<file path="config.mk">
export PLATFORM = sky130hd
export DESIGN_NAME = hvsync_generator
export DESIGN_NICKNAME = d
export VERILOG_FILES = /design/src/rtl/video_timing_pkg.sv /design/src/rtl/hvsync_generator.sv
export SDC_FILE = /design/constraint.sdc
export NUM_CORES = 1
export LEC_CHECK = 0
export BUFFER_PORTS_ARGS = -buffer_cell sky130_fd_sc_hd__buf_2
export CORE_MARGIN = 2
export CORE_UTILIZATION = 37
export CTS_BUF_LIST = sky130_fd_sc_hd__clkbuf_4 sky130_fd_sc_hd__clkbuf_8
export CTS_CLUSTER_SIZE = 14
export DETAILED_ROUTE_END_ITERATION = 16
export PLACE_DENSITY = 0.58
export REMOVE_ABC_BUFFERS = 1
export SETUP_SLACK_MARGIN = 0.02
export SLEW_MARGIN = 20
export SYNTH_ARGS = -nofsm -noshare
export SYNTH_HDL_FRONTEND = slang
export SYNTH_SLANG_ARGS = --single-unit
</file>
<file path="constraint.sdc">
create_clock -name clk -period 2.3 [get_ports clk]
set_input_delay 0.115 -clock clk [delete_from_list [all_inputs] [get_ports clk]]
set_output_delay 0.115 -clock clk [all_outputs]
set_load 0.02 [all_outputs]
</file>
<file path="src/rtl/video_timing_pkg.sv">
// Default raster timing for the 8-bit video pipeline and the coordinate type.
// Shared by the sync generator, the sprite renderer and the test tops.
package video_timing_pkg;

    typedef logic [8:0] coord_t;

    localparam int DEF_H_DISPLAY = 256;
    localparam int DEF_H_BACK    = 23;
    localparam int DEF_H_FRONT   = 7;
    localparam int DEF_H_SYNC    = 23;
    localparam int DEF_V_DISPLAY = 240;
    localparam int DEF_V_TOP     = 5;
    localparam int DEF_V_BOTTOM  = 14;
    localparam int DEF_V_SYNC    = 3;

    localparam int DEF_H_MAX        = DEF_H_DISPLAY + DEF_H_BACK + DEF_H_FRONT + DEF_H_SYNC - 1;
    localparam int DEF_H_SYNC_START = DEF_H_DISPLAY + DEF_H_FRONT;
    localparam int DEF_H_SYNC_END   = DEF_H_SYNC_START + DEF_H_SYNC - 1;
    localparam int DEF_V_MAX        = DEF_V_DISPLAY + DEF_V_TOP + DEF_V_BOTTOM + DEF_V_SYNC - 1;
    localparam int DEF_V_SYNC_START = DEF_V_DISPLAY + DEF_V_BOTTOM;
    localparam int DEF_V_SYNC_END   = DEF_V_SYNC_START + DEF_V_SYNC - 1;

endpackage

</file>
<file path="src/rtl/hvsync_generator.sv">
// Free-running raster counter with registered sync and visible-area decode.
// Decodes are taken from the next-state counters so they line up with hpos/vpos.
module hvsync_generator
    import video_timing_pkg::*;
#(
    parameter int H_DISPLAY       = DEF_H_DISPLAY,
    parameter int H_BACK          = DEF_H_BACK,
    parameter int H_FRONT         = DEF_H_FRONT,
    parameter int H_SYNC          = DEF_H_SYNC,
    parameter int V_DISPLAY       = DEF_V_DISPLAY,
    parameter int V_TOP           = DEF_V_TOP,
    parameter int V_BOTTOM        = DEF_V_BOTTOM,
    parameter int V_SYNC          = DEF_V_SYNC,
    parameter bit SYNC_ACTIVE_LOW = 1'b0
) (
    input  logic       clk,
    input  logic       reset,
    output logic [8:0] hpos,
    output logic [8:0] vpos,
    output logic       hsync,
    output logic       vsync,
    output logic       display_on
);

    localparam int H_MAX_I = H_DISPLAY + H_BACK + H_FRONT + H_SYNC - 1;
    localparam int V_MAX_I = V_DISPLAY + V_TOP + V_BOTTOM + V_SYNC - 1;

    localparam coord_t H_MAX        = 9'(H_MAX_I);
    localparam coord_t H_SYNC_START = 9'(H_DISPLAY + H_FRONT);
    localparam coord_t H_SYNC_END   = 9'(H_DISPLAY + H_FRONT + H_SYNC - 1);
    localparam coord_t H_VISIBLE    = 9'(H_DISPLAY);
    localparam coord_t V_MAX        = 9'(V_MAX_I);
    localparam coord_t V_SYNC_START = 9'(V_DISPLAY + V_BOTTOM);
    localparam coord_t V_SYNC_END   = 9'(V_DISPLAY + V_BOTTOM + V_SYNC - 1);
    localparam coord_t V_VISIBLE    = 9'(V_DISPLAY);

    // The counters have no overflow path of their own, so oversized timings are rejected here.
    generate
        if (H_MAX_I > 511 || V_MAX_I > 511) begin : g_range_check
            $error("hvsync_generator: H_MAX/V_MAX exceed the 9-bit counter range");
        end
    endgenerate

    coord_t h_next;
    coord_t v_next;

    always_comb begin
        h_next = hpos + 9'd1;
        v_next = vpos;
        if (hpos == H_MAX) begin
            h_next = '0;
            v_next = (vpos == V_MAX) ? '0 : vpos + 9'd1;
        end
    end

    always_ff @(posedge clk or negedge reset) begin
        if (!reset) begin
            hpos       <= '0;
            vpos       <= '0;
            hsync      <= SYNC_ACTIVE_LOW;
            vsync      <= SYNC_ACTIVE_LOW;
            display_on <= 1'b0;
        end else begin
            hpos       <= h_next;
            vpos       <= v_next;
            hsync      <= ((h_next >= H_SYNC_START) && (h_next <= H_SYNC_END)) ^ SYNC_ACTIVE_LOW;
            vsync      <= ((v_next >= V_SYNC_START) && (v_next <= V_SYNC_END)) ^ SYNC_ACTIVE_LOW;
            display_on <= (h_next < H_VISIBLE) && (v_next < V_VISIBLE);
        end
    end

endmodule

</file>
# Word-level counts from Yosys, hierarchy flattened
# Index checks and enable logic that the tools add are counted.
# word_totals
regBits,21
input_bits,2
output_inout_bits,21
elab_cells,21
# op_classes
n_reduce_logical,3
n_eq_ne,2
n_lt_le_gt_ge,6
mux,3
addsub,2
# op_table
cell,count
2-to-1 mux 9 bit,3
"adder 9 x 1 -> 9 bit, second input constant",2
"equality test 9 bit, second input constant",2
"less-or-equal comparator 9 bit, second input constant",2
"greater-or-equal comparator 9 x 8 -> 1 bit, second input constant",1
"greater-or-equal comparator 9 bit, second input constant",1
"less-than comparator 9 x 8 -> 1 bit, second input constant",1
"less-than comparator 9 bit, second input constant",1
logical AND 1 bit,3

# Logic depth before layout (Yosys ltp)
# Gate-level depths: netlist of run 1.
# logic_depth
depth_word,5
depth_mapped,9
depth_no_buf,8

# Worst setup path after synthesis of run 1
# No wires, ideal clock.
# synth_path
path_kind,register to register
start,register hpos[0]
end,register vsync
t_arrival_ns,2.127
setup_time_ns,0.065
period_less_slack_ns,2.192
required_ns,2.235
path_stages_with_launch,9
n_path_buf,0
slack_ns,0.108
path_cell_list,dfrtp_1 > inv_1 > ha_1 > nand4b_4 > nor4_1 > xor2_1 > or3_1 > nor4b_2 > o21a_1
# synth_between
elab_chain_len,4
word_cells_on_any_way,5
cone_classes,order compare: 2; eq/ne: 1; mux: 1; reduce/logical: 1
# synth_lines
item,line,text
from (decl),hvsync_generator.sv:18,"output logic [8:0] hpos,"
from (signal assigned),hvsync_generator.sv:64,hpos <= h_next;
equality test 9 bit (*),hvsync_generator.sv:50,if (hpos == H_MAX) begin
2-to-1 mux 9 bit (*),hvsync_generator.sv:50,
named net v_next[6],hvsync_generator.sv:45,coord_t v_next;
greater-or-equal comparator 9 x 8 -> 1 bit / less-or-equal comparator 9 bit (equally long branches),hvsync_generator.sv:67,vsync <= ((v_next >= V_SYNC_START) && (v_next <= V_SYNC_END)) ^ SYNC_ACTIVE_LOW;
logical AND 1 bit (*),hvsync_generator.sv:67,
to (signal assigned),hvsync_generator.sv:67,
to (decl),hvsync_generator.sv:21,"output logic vsync,"
# Mark *: on every way through the listed nets, which the timed path passes. The rest lies on a longest branch.

# Final worst setup path of run 1
# Ends and elaborated chain as after synthesis.

==> impl_metrics.ini, run 1 <==
[sta]
timing.final.ws_setup_ns = 0.159
fmax_ghz = 0.467
maxSlewViolCount = 0
setup_tns_ns = 0
finalSetupViolCount = 0
finalCritPeriodShare_pct = 93.1
maxSlewHeadroom_pct = 68.3
rsz0062_at_grt = false
fin_crit_ns = 2.14
final.setup_skew_ns = 0.00199
worst_pin_slew_ns = 0.475
hold_viol_final = 0

[pwr]
p_sw_share_pct = 22.4
comb_power_share_pct = 1.6
p_leak_nw = 0.716
clkPwrFrac_pct = 32.7
power_density_mw_per_mm2 = 350
p_seq_share_pct = 65.8
p_int_w = 0.000436
peakVddDrop_v = 0.000140
net-switching-power_w = 0.000125

[die]
core_mm2 = 0.00342
rows = 21
die_w_um = 64.2
initial_core_util_pct = 39.3
die_h_um = 64.2
dieArea_mm2 = 0.00413
pin_count = 23

[logic_synthesis]
ys_types = 41
synthTopCellsByArea = dfrtp_1 39%, o21ai_0 4.1%, xnor2_1 3.9%
synthCells = 144
synth-edff-count = 0
synth_top_cell_by_area = dfrtp_1
synth_flop_cell = dfrtp_1
seq_area_frac_synth_pct = 39.1
synth_top_family_by_area = simple AND/OR/NAND/NOR gates
yosysWarnings = 0
synth_most_common_cell = dfrtp_1
synthMuxAreaShare_pct = 0
ys_seq_elements = 21
synth-simple-area-share_pct = 30.7
synth_area_mm2 = 0.00134
synth_compound_area_share_pct = 14.7
synth_fa_ha_area_share_pct = 3.73
async_reset_ff_share_pct = 100
postSynthAreaPerCell_um2 = 9.32
synthTopCellsByCount = 21 x dfrtp_1, 12 x nand2_1, 11 x nor2_1, 11 x o21ai_0, 7 x a21oi_1
synth_top_area_share_pct = 39.1
synthXorXnorAreaFrac_pct = 6.52

[worst_setup_path]
critPathLaunch = hpos[0]
worst_setup_path_end_kind = flip-flop
critPathMaxStageDelay_ns = 0.43
crit_arrival_ns = 2.40
cp.buffers_inverters = 1
r2r-start = hpos[0]
cp.depth = 8
worst-path-max-fanout = 4
worstSetupPathType = reg2reg
crit_chain = inv_1 -> ha_1 -> nand4b_4 -> nor4_4 -> xor2_1 -> or3_1 -> nor4b_4 -> o21a_1
start_kind = flip-flop
cp_top_family = simple AND/OR/NAND/NOR gates
rr_worst_depth = 8
cp_slowest_cell = or3_1
cp.required_ns = 2.56

[detailed_routing]
firstDrtPassIters = 4
vias_per_cell = 5.45
ant_nets = 0
routed_wl_mm = 3.19
wl_per_cell_um = 14.7
num_vias = 1183
drt_iter0_drc = 77
drcViolationCount = 0

[clock_tree]
cts.sinks = 21
clkTransAtPathRegs_ns = 0.12
clk_path_buf_depth = 2
cts_made_buffers = 3
cts_root_buf = clkbuf_4
cts_tree = done
cts_htree_levels = 1
worstSkewPairLatency_ns = 0.31
cts_setup_buffers = 0

[global_route]
overflow = 0
grt_pass1_vias = 1128
antenna_found_initial = 0
grtUsageTotal_pct = 16.4
grt_first_pass_wirelength_mm = 5.26
grt_max_degree = 22

[layout]
antennaDiodeCount = 0
fillers = 346
drive_gt1_share_pct = 26.9
ff_latch_area_um2 = 527
syn_to_final_growth_pct = 19.5
multiInputGateArea_um2 = 782
fin_nets = 178

[place]
gp_congestion = 0.941
place_ws_ns = 0.102
dp_hpwl_mm = 2.35
port-buffer-count = 22

[hold_path]
hold_class = in2async

[status]
status = complete, no violations

[flow_run]
maxCapViolCount = 0
metal layers:
metal  vias up  part of all wire (%)  global-route usage (%)
li1        569                     -                       -
met1       566                    44                    20.9
met2        40                    49                    27.1
met3         8                   5.4                    2.99
met4         0                   2.2                    7.45
met5         -                     0                       0
cells in the final DEF (no fill, tap or decap), drive strengths merged, types with 3 or more instances in the layout:
cell    netlist  final
a21oi         7      7
a31oi         3      3
buf           6     31
clkbuf        3      3
dfrtp        21     21
ha            4      4
inv           6      6
nand2        12     12
nand3         6      6
nand4         4      4
nor2         11     11
nor2b         3      3
nor4          3      3
o21ai        14     14
or3           5      5
xnor2         6      6
xor2          4      4
final timing paths:
check / to / slack, ns
min in group clk: hpos[0] / 0.58
setup / recovery: vsync / 0.16
max in group asynchronous: vpos[1] / 1.67
hold / removal: vpos[8] / 0.27
hold reg to reg: hpos[0] / 0.58
setup reg to reg: vsync / 0.16
power groups by stage:
stage                     combinational (W)  sequential (W)  clock (W)
after floorplan              0.000000000268        0.000376          0
after global placement           0.00000848        0.000376          0
after detailed placement         0.00000845        0.000376          0
after CTS                        0.00000972        0.000369   0.000192
after global routing              0.0000108        0.000369   0.000211
final                            0.00000884        0.000369   0.000183
logic make-up after synthesis:
| family | Yosys count |
|---|---|
| and+or+nand+nor | 61 |
| DFF | 21 |
| buffers and inverters | 15 |
| adders and majority gates | 4 |
| xor gates and xnor gates | 10 |
| AOI/OAI and AO/OA | 33 |
stage by stage:
stage,power (W),hold slack [ns],area [um^2],utilization [%],std cells
final,0.000561,0.274,1600,47.0,217
after detailed placement,0.000385,0.106,1530,44.8,212
after global routing,0.000592,0.317,1600,47.0,217
after floorplan,0.000376,-0.181,1290,-,135
after global placement,0.000385,0.107,1530,44.8,212
after CTS,0.000571,0.291,1570,45.9,217
what timing repair did:
| item | CTS | global route |
|---|---|---|
| hold buffers | 1 | 0 |
| hold endpoints to repair | 21 | 0 |
| endpoints found under the setup margin | 0 | 1 |
| gates resized for setup | 0 | 8 |
sequential cells by signal, indices dropped and copies added (netlist names):
name        flops
vsync           1
vpos            9
hsync           1
hpos            9
display_on      1
area by class of cell:
cell class	count	area share [%]
Inverter	6	1.40
Multi-Input combinational cell	108	48.8
Clock inverter	1	0.312
Sequential cell	21	32.8
Timing Repair Buffer	32	11.7
Tap cell	46	3.59
Clock buffer	3	1.40
No activity file was read; power rests on OpenSTA's default activity.
==> run 2: changes to the inputs <==
--- a/config.mk
+++ b/config.mk
@@ -12,6 +12,7 @@
 export CTS_CLUSTER_SIZE = 14
 export DETAILED_ROUTE_END_ITERATION = 16
 export PLACE_DENSITY = 0.58
+export RECOVER_POWER = 100
 export REMOVE_ABC_BUFFERS = 1
 export SETUP_SLACK_MARGIN = 0.02
 export SLEW_MARGIN = 20
==> run 2 against run 1 <==
  * Clock skew is 0.00059 ns lower
  * Final area decreased by 2.7%
  * Combinational power shrank 2.4%
  * Die area unchanged
  * Flip-flop and latch count did not move
  * Largest cell class unchanged
  * Critical path depth is 1 lower
  * Register-to-register slack worse by 0.02 ns
  * Power is essentially flat
==> impl_metrics.ini, run 2 (synthesis gave the netlist of run 1 again) <==
[sta]
worst_pin_slew_ns = 1.14
finalSetupViolCount = 0
rsz0062_at_grt = false
setup_tns_ns = 0
fmax_ghz = 0.462
maxSlewViolCount = 0
finalCritPeriodShare_pct = 94.1
maxSlewHeadroom_pct = 23.8
final.setup_skew_ns = 0.00140
hold_viol_final = 0
fin_crit_ns = 2.16

[worst_setup_path]
r2r_end = vsync
crit_end = vsync
r2r-start = vpos[1]
critPathMaxStageDelay_ns = 0.45
reg2reg_slack_ns = 0.14
worst_setup_path_end_kind = flip-flop
rr_worst_depth = 7
cp_slowest_cell = dfrtp_2
start_kind = flip-flop
crit_arrival_ns = 2.42
crit_chain = ha_1 -> nand3_1 -> or3_1 -> or3_1 -> o21ai_2 -> nor4b_4 -> o21a_1
path_common_cell = or3_1
worst-path-max-fanout = 9
cp_top_family = simple AND/OR/NAND/NOR gates
worstSetupPathType = reg2reg
cp.depth = 7
critPathLaunch = vpos[1]
cp.required_ns = 2.56
cp.buffers_inverters = 0

[clock_tree]
cts.sinks = 21
clkTransAtPathRegs_ns = 0.12
cts_setup_buffers = 0
worstSkewPairLatency_ns = 0.31
clk_path_buf_depth = 2
cts_made_buffers = 3
cts_tree = done
cts_htree_levels = 1
cts_root_buf = clkbuf_4

[die]
die_h_um = 64.2
dieArea_mm2 = 0.00413
die_w_um = 64.2
pin_count = 23
core_mm2 = 0.00342
rows = 21
initial_core_util_pct = 39.3

[detailed_routing]
ant_nets = 0
wl_per_cell_um = 14.9
firstDrtPassIters = 4
num_vias = 1187
drcViolationCount = 0
vias_per_cell = 5.47
drt_iter0_drc = 81
routed_wl_mm = 3.23

[layout]
mostFrequentLayoutCells = 23 x clkbuf_1, 20 x dfrtp_1, 12 x nand2_1, 12 x o21ai_0, 11 x nor2_1
layout_commonest_cell = clkbuf_1
antennaDiodeCount = 0
drive_gt1_share_pct = 12.9
fin_util_pct = 45.7
largest_registers = hpos x9, vpos x9
finalInstanceArea_mm2 = 0.00156
syn_to_final_growth_pct = 16.2
fin_nets = 178

[global_route]
grt_max_degree = 22
grt_first_pass_wirelength_mm = 5.26
antenna_found_initial = 0
grtUsageTotal_pct = 16.4
grt_pass1_vias = 1128
overflow = 0

[pwr]
peakVddDrop_v = 0.000140
p_leak_nw = 0.631
power_density_mw_per_mm2 = 360

[flow_run]
maxCapViolCount = 0

[hold_path]
hold_class = in2async

[place]
placed_area_mm2 = 0.00153
dp_hpwl_mm = 2.35
gp_congestion = 0.941
port-buffer-count = 22

[status]
status = complete, no violations
-- run 2: cell types whose count changed in the layout (fill, tap and decap cells not counted), sizes merged --
cell    before  now
clkbuf       3   26
buf         31    8
-- run 2: how the worst min path moves through the flow --
stage,slack [ns],from,end,depth (start not counted)
6_report,0.53,reset,vpos[8],2
5_1_grt,0.62,hpos[0],hpos[0],2
4_1_cts,0.29,reset,vpos[1],2
3_5_place_dp,0.11,reset,vpos[8],1
3_3_place_gp,0.11,reset,vpos[8],1
2_1_floorplan,-0.18,reset,display_on,0
-- run 2: what timing repair did --
action                                  CTS  global route
endpoints found under the setup margin    0             1
hold buffers                              1             0
endpoints found under the hold margin    21             0
resized for setup                         0             8
-- run 2: power by group --
group           total [W]  leakage (nW)  internal [W]  switching, W
clock network    0.000184        0.0177     0.0000650      0.000119
logic          0.00000863         0.341    0.00000146    0.00000717
registers        0.000369         0.272      0.000369             0
total            0.000562         0.631      0.000436      0.000126
-- run 2: through the flow --
stage	instances	worst slack, ns	power (W)	hold WS [ns]
floorplan	135	0.0986	0.000376	-0.181
global placement	212	0.195	0.000385	0.107
detailed placement	212	0.102	0.000385	0.106
CTS	217	0.0596	0.000571	0.291
global route	217	0.000146	0.000591	0.619
finish	217	0.136	0.000562	0.531
-- run 2: cell type report --
| class | count | area, um^2 |
|---|---|---|
| Clock buffer | 3 | 22.5 |
| Clock inverter | 1 | 5.00 |
| Fill cell | 368 | 1860 |
| Inverter | 6 | 22.5 |
| Multi-Input combinational cell | 108 | 779 |
| Sequential cell | 21 | 527 |
| Tap cell | 46 | 57.6 |
| Timing Repair Buffer | 32 | 146 |
-- run 2: routing by layer --
layer	wire length, um	track usage (%)
met4	70	7.45
met2	1530	27.1
met1	1440	20.9
met3	187	2.99
met5	0	0
==> run 3: changes to the inputs <==
--- a/config.mk
+++ b/config.mk
@@ -5,13 +5,15 @@
 export SDC_FILE = /design/constraint.sdc
 export NUM_CORES = 1
 export LEC_CHECK = 0
+export ABC_AREA = 1
 export BUFFER_PORTS_ARGS = -buffer_cell sky130_fd_sc_hd__buf_2
 export CORE_MARGIN = 2
-export CORE_UTILIZATION = 37
+export CORE_UTILIZATION = 30
 export CTS_BUF_LIST = sky130_fd_sc_hd__clkbuf_4 sky130_fd_sc_hd__clkbuf_8
+export CTS_CLUSTER_DIAMETER = 200
 export CTS_CLUSTER_SIZE = 14
 export DETAILED_ROUTE_END_ITERATION = 16
-export PLACE_DENSITY = 0.58
+export PLACE_DENSITY = 0.49
 export RECOVER_POWER = 100
 export REMOVE_ABC_BUFFERS = 1
 export SETUP_SLACK_MARGIN = 0.02
==> run 3 against run 2 <==
  * First-iteration DRC count fell by 12%
  * Synthesized area grew 4.2%
  * Final cell count is 19% higher
  * Flip-flop and latch count unchanged
  * Register-to-register slack improved by 0.23 ns
  * Sequential power barely moved
  * Worst hold slack improved by 0.0086 ns
  * Sequential share of layout area grew 0.58 points
  * Global-route usage decreased by 2.8 points
  * Final area decreased by 1.9%
  * Largest cell class unchanged
==> impl_metrics.ini, run 3 <==
[status]
status = complete, no violations

[global_route]
grtUsageTotal_pct = 13.6
grt_pass1_vias = 1190
grt_max_degree = 22
grt_first_pass_wirelength_mm = 5.51
antenna_found_initial = 0
overflow = 0

[logic_synthesis]
synthTopCellsByCount = 36 x nand2_1, 23 x inv_1, 22 x nor2_1, 21 x dfrtp_1, 21 x nand3_1
synth_most_common_cell = nand2_1
ys_types = 28
synth_flop_cell = dfrtp_1
ys_seq_elements = 21
synthTopCellsByArea = dfrtp_1 38%, nand2_1 9.7%, nand3_1 7.5%
synth-edff-count = 0
synth_top_area_share_pct = 37.6
yosysWarnings = 0
async_reset_ff_share_pct = 100
postSynthAreaPerCell_um2 = 7.73
synth_area_mm2 = 0.00140
synth_top_cell_by_area = dfrtp_1
seq_area_frac_synth_pct = 37.6
synthCells = 181

[clock_tree]
post_cts_resized = 0
clkTransAtPathRegs_ns = 0.08
clk_path_buf_depth = 2
cts_htree_levels = 1
cts_made_buffers = 3
cts_root_buf = clkbuf_8
cts_tree = done
cts_setup_buffers = 0
worstSkewPairLatency_ns = 0.26
cts_hold_buffers = 1
cts.sinks = 21

[layout]
syn_to_final_growth_pct = 9.39
antennaDiodeCount = 0
fin_nets = 213
drive_gt1_share_pct = 13.6
layout_commonest_cell = nand2_1
mostFrequentLayoutCells = 40 x nand2_1, 25 x inv_1, 22 x nor2_1, 22 x clkbuf_1
largest_registers = hpos x9, vpos x9
fin_cells = 258
fin_util_pct = 34.7
finalInstanceArea_mm2 = 0.00153

[worst_setup_path]
cp.required_ns = 2.50
cp_slowest_cell = dfrtp_1
crit_arrival_ns = 2.13
r2r-start = hpos[0]
reg2reg_slack_ns = 0.37
worstSetupPathType = reg2reg
rr_worst_depth = 11
worst-path-max-fanout = 15
cp.buffers_inverters = 2
cp_top_family = simple AND/OR/NAND/NOR gates
crit_chain = inv_1 -> ha_1 -> nand2_2 -> clkinvlp_2 -> nand2_1 -> nor2_8 -> nor3_1 -> nand3_1 -> nand2_1 -> nand3_1 -> nor2_1
start_kind = flip-flop
worst_setup_path_end_kind = flip-flop
r2r_end = hsync
critPathMaxStageDelay_ns = 0.43

[hold_path]
hold_class = reg2reg
whs_endpoint = hpos[0]
hold_start = hpos[0]
min_path_cells = 1

[sta]
maxSlewHeadroom_pct = 21.2
finalSetupViolCount = 0
fin_hold_ws_ns = 0.540
maxSlewViolCount = 0
final.setup_skew_ns = 0.00125
fmax_ghz = 0.518
setup_tns_ns = 0
fin_crit_ns = 1.93
worst_pin_slew_ns = 1.18
finalCritPeriodShare_pct = 83.9
rsz0062_at_grt = false
hold_viol_final = 0

[detailed_routing]
routed_wl_mm = 3.15
vias_per_cell = 4.67
num_vias = 1204
wl_per_cell_um = 12.2
drcViolationCount = 0
ant_nets = 0
firstDrtPassIters = 4
drt_iter0_drc = 71

[die]
core_mm2 = 0.00441
die_w_um = 72.3
initial_core_util_pct = 31.7
pin_count = 23
dieArea_mm2 = 0.00523
rows = 24
die_h_um = 72.3

[pwr]
power_density_mw_per_mm2 = 407
p_leak_nw = 0.789
peakVddDrop_v = 0.000162

[place]
port-buffer-count = 22
gp_congestion = 0.834
dp_cells = 253
placed_area_mm2 = 0.00155
dp_hpwl_mm = 2.45

[flow_run]
maxCapViolCount = 0
run 3: per-layer routing:
layer | wire length (um) | track usage [%] | part of all wire (%) | vias up
met5 | 0 | 0 | 0 | -
met4 | 44 | 5.03 | 1.4 | 0
met3 | 121 | 2.08 | 3.8 | 5
met2 | 1490 | 23.2 | 47 | 23
met1 | 1500 | 17.4 | 48 | 553
li1 | - | - | - | 623
run 3: where the power goes:
part            total (W)  switching [W]  internal (W)
combinational  0.00000891     0.00000745    0.00000146
sequential       0.000369              0      0.000369
clock            0.000244       0.000123      0.000121
run 3: cells by family (layout without fill, tap and decap cells):
kind of cell	Yosys count	in the layout	share of synthesized area, %
AOI/OAI and AO/OA	9	9	4.11
adders and majority gates	4	4	3.58
and+or+nand+nor	112	112	43.6
buffers and inverters	34	59	10.5
DFF	21	21	37.6
xor gates and xnor gates	1	1	0.626
run 3: per-stage QoR:
step | power, W | setup WS, ns
2_1_floorplan | 0.000376 | 0.539
3_3_place_gp | 0.000385 | 0.468
3_5_place_dp | 0.000385 | 0.432
4_1_cts | 0.000641 | 0.412
5_1_grt | 0.000653 | 0.109
6_report | 0.000622 | 0.370
run 3: worst reg2reg max path: cells and delay by family, from the launching register on:
kind | cells | cell delay (ns)
buf+inv | 2 | 0.18
flops | 1 | 0.43
simple gates | 8 | 1.05
fa+ha+maj | 1 | 0.21
run 3: worst max path at each step:
| stage | startpoint | end | slack (ns) | depth (start not counted) |
|---|---|---|---|---|
| final | hpos[0] | hsync | 0.37 | 11 |
| after global routing | hpos[0] | display_on | 0.11 | 12 |
| after CTS | hpos[0] | vsync | 0.41 | 12 |
| after detailed placement | hpos[0] | vsync | 0.43 | 12 |
| after global placement | hpos[0] | vsync | 0.47 | 12 |
| after floorplan | hpos[0] | vsync | 0.54 | 12 |
run 3: layout make-up:
class | count | area (um^2)
clock buffer | 3 | 41.3
clock inverter | 1 | 5.00
fill | 494 | 2880
inverter | 32 | 121
multi-input combinational | 126 | 679
sequential | 21 | 526
tap | 52 | 65.1
timing repair buffer | 23 | 92.6
